$ cat config.mk
export PLATFORM = sky130hd
export DESIGN_NAME = teclado_atm
export DESIGN_NICKNAME = d
export VERILOG_FILES = /design/src/rtl/teclado_atm.sv
export SDC_FILE = /design/constraint.sdc
export NUM_CORES = 1
export LEC_CHECK = 0
export ABC_CLOCK_PERIOD_IN_PS = 6100
export CAP_MARGIN = 10
export CORE_ASPECT_RATIO = 1.25
export CORE_MARGIN = 2
export CORE_UTILIZATION = 55
export CTS_BUF_LIST = sky130_fd_sc_hd__clkbuf_16
export CTS_CLUSTER_DIAMETER = 50
export CTS_CLUSTER_SIZE = 24
export DETAILED_ROUTE_END_ITERATION = 6
export PLACE_DENSITY_LB_ADDON = 0.25
export SLEW_MARGIN = 10
export SYNTH_ARGS = -nofsm -noshare
export SYNTH_HDL_FRONTEND = slang
export SYNTH_SLANG_ARGS = --single-unit
$ cat constraint.sdc
create_clock -name clk -period 6.1 [get_ports clk]
set_input_delay 0.915 -clock clk [delete_from_list [all_inputs] [get_ports clk]]
set_output_delay 0.915 -clock clk [all_outputs]
set_load 0.005 [all_outputs]
$ cat src/rtl/teclado_atm.sv
// Keypad front-end for the ATM controller.
// Synchronises and debounces the raw keypad strobe. In PIN mode it emits
// single digits. In amount mode it accumulates decimal keys into a 32-bit
// amount and commits that amount when ENTER is pressed.
module teclado_atm #(
  parameter int DEBOUNCE_CYCLES = 4,
  parameter int MAX_DIGITS      = 9
) (
  input  logic        clk,
  input  logic        rst,
  input  logic        modo_monto,
  input  logic        tecla_activa,
  input  logic [3:0]  tecla,
  output logic        digito_stb,
  output logic [3:0]  digito,
  output logic        monto_stb,
  output logic [31:0] monto,
  output logic [3:0]  digitos_cnt,
  output logic        entrada_error
);

  localparam logic [3:0] DB_N  = DEBOUNCE_CYCLES[3:0];
  localparam logic [3:0] MAX_D = MAX_DIGITS[3:0];
  localparam logic [3:0] KEY_ENTER = 4'hA;
  localparam logic [3:0] KEY_CLEAR = 4'hB;

  typedef enum logic [1:0] {IDLE, PRESS_CHK, HELD, REL_CHK} db_state_t;

  db_state_t   state, state_nxt;
  logic [3:0]  cnt_db, cnt_db_nxt;
  logic        sync1, act_s;
  logic        press_evt;
  logic        mode_q, mode_chg;
  logic [31:0] acc, acc_nxt, acc_base;
  logic [3:0]  dcnt_base, dcnt_nxt;
  logic [3:0]  digito_nxt;
  logic [31:0] monto_nxt;
  logic        digito_stb_nxt, monto_stb_nxt, error_nxt;
  logic        is_digit;

  // Two-flop synchroniser for the asynchronous key-pressed level
  always_ff @(posedge clk) begin
    if (rst) begin
      sync1 <= 1'b0;
      act_s <= 1'b0;
    end else begin
      sync1 <= tecla_activa;
      act_s <= sync1;
    end
  end

  // Debounce state and sample counter registers
  always_ff @(posedge clk) begin
    if (rst) begin
      state  <= IDLE;
      cnt_db <= 4'd0;
    end else begin
      state  <= state_nxt;
      cnt_db <= cnt_db_nxt;
    end
  end

  // Debounce next-state logic; a press is accepted once enough high samples are seen
  always_comb begin
    state_nxt  = state;
    cnt_db_nxt = cnt_db;
    press_evt  = 1'b0;
    case (state)
      IDLE: begin
        if (act_s) begin
          state_nxt  = PRESS_CHK;
          cnt_db_nxt = 4'd1;
        end
      end
      PRESS_CHK: begin
        if (cnt_db == DB_N) begin
          press_evt = 1'b1;
          state_nxt = HELD;
        end else if (act_s) begin
          cnt_db_nxt = cnt_db + 4'd1;
        end else begin
          state_nxt  = IDLE;
          cnt_db_nxt = 4'd0;
        end
      end
      HELD: begin
        if (!act_s) begin
          state_nxt  = REL_CHK;
          cnt_db_nxt = 4'd1;
        end
      end
      REL_CHK: begin
        if (cnt_db == DB_N) begin
          state_nxt  = IDLE;
          cnt_db_nxt = 4'd0;
        end else if (!act_s) begin
          cnt_db_nxt = cnt_db + 4'd1;
        end else begin
          state_nxt = HELD;
        end
      end
      default: begin
        state_nxt  = IDLE;
        cnt_db_nxt = 4'd0;
      end
    endcase
  end

  assign mode_chg = (modo_monto != mode_q);
  assign is_digit = (tecla <= 4'd9);

  // Key decode: a mode change clears the accumulator first, then the key is decoded under the new mode
  always_comb begin
    acc_base       = mode_chg ? 32'd0 : acc;
    dcnt_base      = mode_chg ? 4'd0  : digitos_cnt;
    acc_nxt        = acc_base;
    dcnt_nxt       = dcnt_base;
    digito_nxt     = digito;
    monto_nxt      = monto;
    digito_stb_nxt = 1'b0;
    monto_stb_nxt  = 1'b0;
    error_nxt      = 1'b0;
    if (press_evt) begin
      if (!modo_monto) begin
        if (is_digit) begin
          digito_nxt     = tecla;
          digito_stb_nxt = 1'b1;
        end
      end else if (is_digit) begin
        if (dcnt_base < MAX_D) begin
          acc_nxt  = (acc_base << 3) + (acc_base << 1) + {28'd0, tecla};
          dcnt_nxt = dcnt_base + 4'd1;
        end else begin
          error_nxt = 1'b1;
        end
      end else if (tecla == KEY_ENTER) begin
        if (dcnt_base != 4'd0) begin
          monto_nxt     = acc_base;
          monto_stb_nxt = 1'b1;
          acc_nxt       = 32'd0;
          dcnt_nxt      = 4'd0;
        end else begin
          error_nxt = 1'b1;
        end
      end else if (tecla == KEY_CLEAR) begin
        acc_nxt  = 32'd0;
        dcnt_nxt = 4'd0;
      end
    end
  end

  // Accumulator, mode history and registered outputs
  always_ff @(posedge clk) begin
    if (rst) begin
      mode_q        <= 1'b0;
      acc           <= 32'd0;
      digitos_cnt   <= 4'd0;
      digito        <= 4'd0;
      monto         <= 32'd0;
      digito_stb    <= 1'b0;
      monto_stb     <= 1'b0;
      entrada_error <= 1'b0;
    end else begin
      mode_q        <= modo_monto;
      acc           <= acc_nxt;
      digitos_cnt   <= dcnt_nxt;
      digito        <= digito_nxt;
      monto         <= monto_nxt;
      digito_stb    <= digito_stb_nxt;
      monto_stb     <= monto_stb_nxt;
      entrada_error <= error_nxt;
    end
  end

endmodule

Yosys cells after proc, flatten, opt, wreduce, memory -nomap -nowiden
Cells that the tools add are included.
Storage, ports and cells
  register bits: 84
Cells by class
  add/sub/neg operators: 4
  magnitude comparators: 2
  equality and inequality tests: 13
  multiplexer cells: 38
  bitwise operators: 4
  reductions and logical operators: 9
Operators with widths (number)
  32-bit two-way mux: 8
  4-bit two-way mux: 14
  32-bit adder: 1
  32-bit by 4-bit adder with 32-bit output: 1
  4-bit case mux with 4 select lines: 1
  2-bit two-way mux: 6
  3-bit inequality test (second input constant): 3
  4-bit by 1-bit adder with 4-bit output (second input constant): 2
  4-bit == test (second input constant): 2
  1-bit two-way mux: 8
  2-bit case mux with 4 select lines: 1
  4-bit AND reduction: 2
  2-bit inequality test (second input constant): 3
  3-bit OR reduction: 2
  5-bit AND reduction: 1
  5-bit OR reduction: 1
  2-bit == test (second input constant): 2
  4-bit by 3-bit == test with 1-bit output (second input constant): 1
  4-bit less-or-equal comparator (second input constant): 1
  4-bit less-than comparator (second input constant): 1
  1-bit inverter: 4
  4-bit nonzero test: 1
  3-bit AND reduction: 1
  2-bit by 1-bit == test with 1-bit output (second input constant): 1
  2 further kinds: 2

Longest topological paths before layout
  word-level depth: 8
  mapped depth: 15

Worst setup path after synthesis
No wires, ideal clock.
  path type: input port to flip-flop
  start point: input modo_monto
  end point: register acc[30]
  arrival: 3811 ps
  data required time: 5983 ps
  path slack: 2171 ps
  stages on the path: 15
  buffers on the path: 2
  cells stage by stage: xnor2_1 clkbuf_1 and2_1 clkbuf_1 xor2_1 ha_1 inv_1 fa_1 nor2b_1 o211ai_1 o2bb2ai_1 o21a_1 a221oi_1 o22ai_1 nand2b_1
Between the ends
  word-level cells in the longest chain between the ends: 8
RTL lines
  from (decl): RTL line 11  | input logic modo_monto,
  1-bit inequality test: RTL line 109  | assign mode_chg = (modo_monto != mode_q);
  32-bit two-way mux: RTL line 114  | acc_base = mode_chg ? 32'd0 : acc;
  named net acc_base[0]: RTL line 34  | logic [31:0] acc, acc_nxt, acc_base;
  32-bit adder: RTL line 131  | acc_nxt = (acc_base << 3) + (acc_base << 1) + {28'd0, tecla};
  32-bit by 4-bit adder with 32-bit output: RTL line 131
  32-bit two-way mux: RTL line 130  | if (dcnt_base < MAX_D) begin
  32-bit two-way mux: RTL line 129  | end else if (is_digit) begin
  32-bit two-way mux: RTL line 124  | if (!modo_monto) begin
  32-bit two-way mux: RTL line 123  | if (press_evt) begin
  to (signal assigned): RTL line 165  | acc <= acc_nxt;
  to (decl): RTL line 34
The timed path passes the listed nets, and every way through them passes these cells.
A chain may end at the register's enable or synchronous reset.

Final worst setup path
  start point: input modo_monto
  end point: register acc[26]
Between the ends
  word-level cells in the longest chain between the ends: 8
RTL lines (RTL line)
  1-bit inequality test: 109
  32-bit two-way mux / 4-bit two-way mux (equally long branches): 114, 115
  32-bit adder / 4-bit nonzero test (equally long branches): 131, 137
  32-bit by 4-bit adder with 32-bit output / 32-bit two-way mux (equally long branches): 131, 137
  32-bit two-way mux, on equally long branches: 130, 136
  32-bit two-way mux: 129
  32-bit two-way mux: 124
  32-bit two-way mux *: 123
Every way passes the cells marked *; elsewhere a longest branch is shown, timed or not.

==> summary.md <==
| Metric | Value |
|---|---|
| CP required | `6.34 ns` |
| HPWL Detailed | `9081 microns` |
| Dominant synthesized flop cell | `dfxtp_1` |
| Share of the synthesized area in the top cell type | `31.66%` |
| Synthesized-area fraction occupied by adder cells | `15.22%` |
| Cell Pwr Density | `179.4 mW/mm^2` |
| WHS Endpoint | `act_s` |
| Setup TNS | `0 ns` |
| Mux share of post-synthesis cell area | `1.131%` |
| Clock root cell | `clkbuf_16` |
| Row count | `40` |
| Initial Utilization | `55.86%` |
| Clock net sink count | `84` |
| Final nets | `755` |
| TritonCTS clock tree | `built` |
| Post-route ant nets | `0` |
| Crit. End Element | `flop` |
| # diodes | `0` |
| DP Cell Count | `798` |
| Reg2reg setup slack | `2.29 ns` |
| RSZ-0062 raised after global routing | `no` |
| R2R Path End | `acc[26]` |
| Min-delay worst type | `flop to flop` |
| Sequential area share after synthesis | `31.66%` |
| Via-to-Cell Ratio | `5.773` |
| Top-count cell post-synth | `nand2_1` |
| Maximum clock insertion buffer count | `2` |
| First-pass GRT wire length | `21,380 microns` |
| Avg Inst Size Synth | `8.121 sq um` |
| Critical R2R Launch | `mode_q` |
| Layout area overhead | `15.57%` |
| # Post-CTS Setup Buffers | `0` |
| Main combinational cell family by area after synthesis | `compound AO/OA/AOI/OAI gates` |
| CTS Buf Count | `9` |
| DRT iter0 DRCs | `181` |
| Crit-path max FO | `17` |
| Number of global-route vias before repair | `4,584` |
| Largest net degree at the start of global routing | `67` |
| # DRC | `0` |
| Yosys reg bits | `84` |
| WS Path Type | `primary input to flop` |
| Yosys cell types | `59` |
| HP Start | `sync1` |
| Cts hold-fix bufs | `0` |
| Leading area contributor after synthesis | `dfxtp_1` |
| Hold Path Stages | `1` |
| Antenna violations before repair | `0` |
| H-tree levels | `3` |
| Reg clk slew, reported paths | `0.06 ns` |
| TritonRoute pass-1 iters | `6` |
| XOR/XNOR Fraction of Synth Area | `5.607%` |
| Layout fillers | `832` |
| Ratio of cells with drive above 1 in the final layout | `3.353%` |
| Final WS setup | `1.403 ns` |
| Simple-Gate Fraction of Synth Area | `20.87%` |
| I/O pins | `51` |
| Fraction of registers with async set/reset | `0%` |
| Post-Place Worst Slack | `1.112 ns` |
| Gate Count Post-Synth | `654` |
| F_max | `0.2129 GHz` |
| Max IR drop VDD | `0.1703 mV` |
| Worst setup SP type | `primary input` |
| Final GP Congestion | `0.9725` |
| Synth top cells by count | `104 x nand2_1, 84 x dfxtp_1, 78 x a21oi_1, 63 x ha_1, 46 x nor2_1` |
| Worst r2r path cells | `13` |
| Core area | `0.009509 sq mm` |
| Crit path time final | `4.697 ns` |
| WL final | `12,530 microns` |
| Die ar. | `0.01046 sq mm` |
| Top cells by area, synth | `dfxtp_1 32%, ha_1 15%, a21oi_1 7.3%` |
| Reg area | `0.001682 sq mm` |
| Max cap viols | `0` |
| Final std cells w/o fill | `812` |
| Gr usage total | `24.99%` |
| Max Slew Vio Count | `0` |
| Static leakage | `0.002454 uW` |
| EDFF count, synth | `0` |
| Setup Skew | `0.005904 ns` |
| Clk_lat worst skew | `0.34 ns` |
| Synth Area in Compound Gates | `21.79%` |
| Slew @ Worst Pin | `0.9744 ns` |
| Period utilization | `77.00%` |
| PostCTS Resize Cnt | `0` |
| Die H | `113.9 microns` |
| Avg WL per Cell | `15.43 microns` |
| Mapped Nets | `726` |
| Total congestion overflow | `0` |
| Synth warn | `0` |
| Slew headroom | `35.04%` |
| Via count | `4,688` |
| Final setup viols | `0` |
| I/O Buffers | `50` |
| Die W | `91.90 microns` |
| Area of the multi-input gates | `0.003455 sq mm` |
| Status | `completed` |
| Fin. Hold Viols | `0` |
| Worst EP arrival | `4.94 ns` |
| Mapped cell area | `0.005311 sq mm` |
-- sequential cells by signal, summed over array words and instances (netlist names) --
signal,count
entrada_error,1
act_s,1
mode_q,1
digito,4
monto,32
sync1,1
digitos_cnt,4
monto_stb,1
cnt_db,4
state,2
acc,32
digito_stb,1
-- logic make-up (layout without fill, tap and decap cells) --
family / after synthesis / in the layout
flip-flops: 84 / 84
adder cells (fa/ha/maj): 64 / 64
AND/OR/NAND/NOR: 235 / 235
XOR/XNOR: 34 / 34
buffers and inverters: 49 / 81
AO/OA/AOI/OAI: 182 / 182
multiplexers: 6 / 6
-- placed cells by master (no fill, tap or decap), drive strengths merged, types with 10 or more instances in the layout --
cell / instances
ha: 63
and2: 31
a21oi: 78
nand4: 10
dfxtp: 84
xor2: 13
o21ai: 24
inv: 13
nor2: 46
clkdlybuf4s50: 49
nand2: 104
o2bb2ai: 16
xnor2: 21
-- layout make-up --
class	instances	share of cell area, %
Tap cell	126	2.568
Sequential cell	84	27.39
Timing Repair Buffer	54	8.561
Inverter	13	0.7949
Multi-Input combinational cell	521	56.28
Clock inverter	5	0.7338
Clock buffer	9	3.669
-- how the worst max path moves through the flow --
stage                         end  slack, ns        from
after floorplan           acc[30]       2.17  modo_monto
after global placement    acc[30]       1.33  modo_monto
after detailed placement  acc[26]       1.11  modo_monto
after CTS                 acc[26]       1.46  modo_monto
after global routing      acc[26]       1.06  modo_monto
final                     acc[26]       1.40  modo_monto
-- worst max-delay path: stages --
cell	delay [ns]
clkdlybuf4s50_1	0.56
xnor2_2	0.66
and2_1	0.33
xor2_1	0.10
ha_1	0.31
inv_1	0.06
fa_1	0.46
nor2b_1	0.17
o211ai_1	0.12
o2bb2ai_1	0.25
o21a_1	0.30
nor4b_1	0.34
a31oi_1	0.07
a221oi_1	0.29
-- power by group --
part	switching [uW]	leakage, uW	internal [uW]
Sequential	1.50	0.000677	550
Combinational	26.5	0.00165	11.4
Clock	205	0.000131	306
Total	233	0.00245	868
-- stage by stage --
step                      hold WS, ns  power (uW)  area (sq um)  utilization [%]
after global routing           0.4683        1139          6138            64.55
after floorplan                0.4138       586.2          5311                -
after global placement         0.4215       600.2          5868            61.71
final                          0.4393        1101          6138            64.55
after detailed placement       0.4282       601.8          5868            61.71
after CTS                      0.4460        1112          6138            64.55
-- layer usage --
| layer | wire, microns | share of wire, % | vias up | track usage, % |
|---|---|---|---|---|
| li1 | - | - | 2376 | - |
| met1 | 5421 | 43 | 2187 | 30.52 |
| met2 | 6322 | 50 | 105 | 43.92 |
| met3 | 555 | 4.4 | 20 | 4.624 |
| met4 | 232 | 1.9 | 0 | 9.055 |
| met5 | 0 | 0 | - | 0 |
Note: power is estimated with default switching activity, not from simulation.
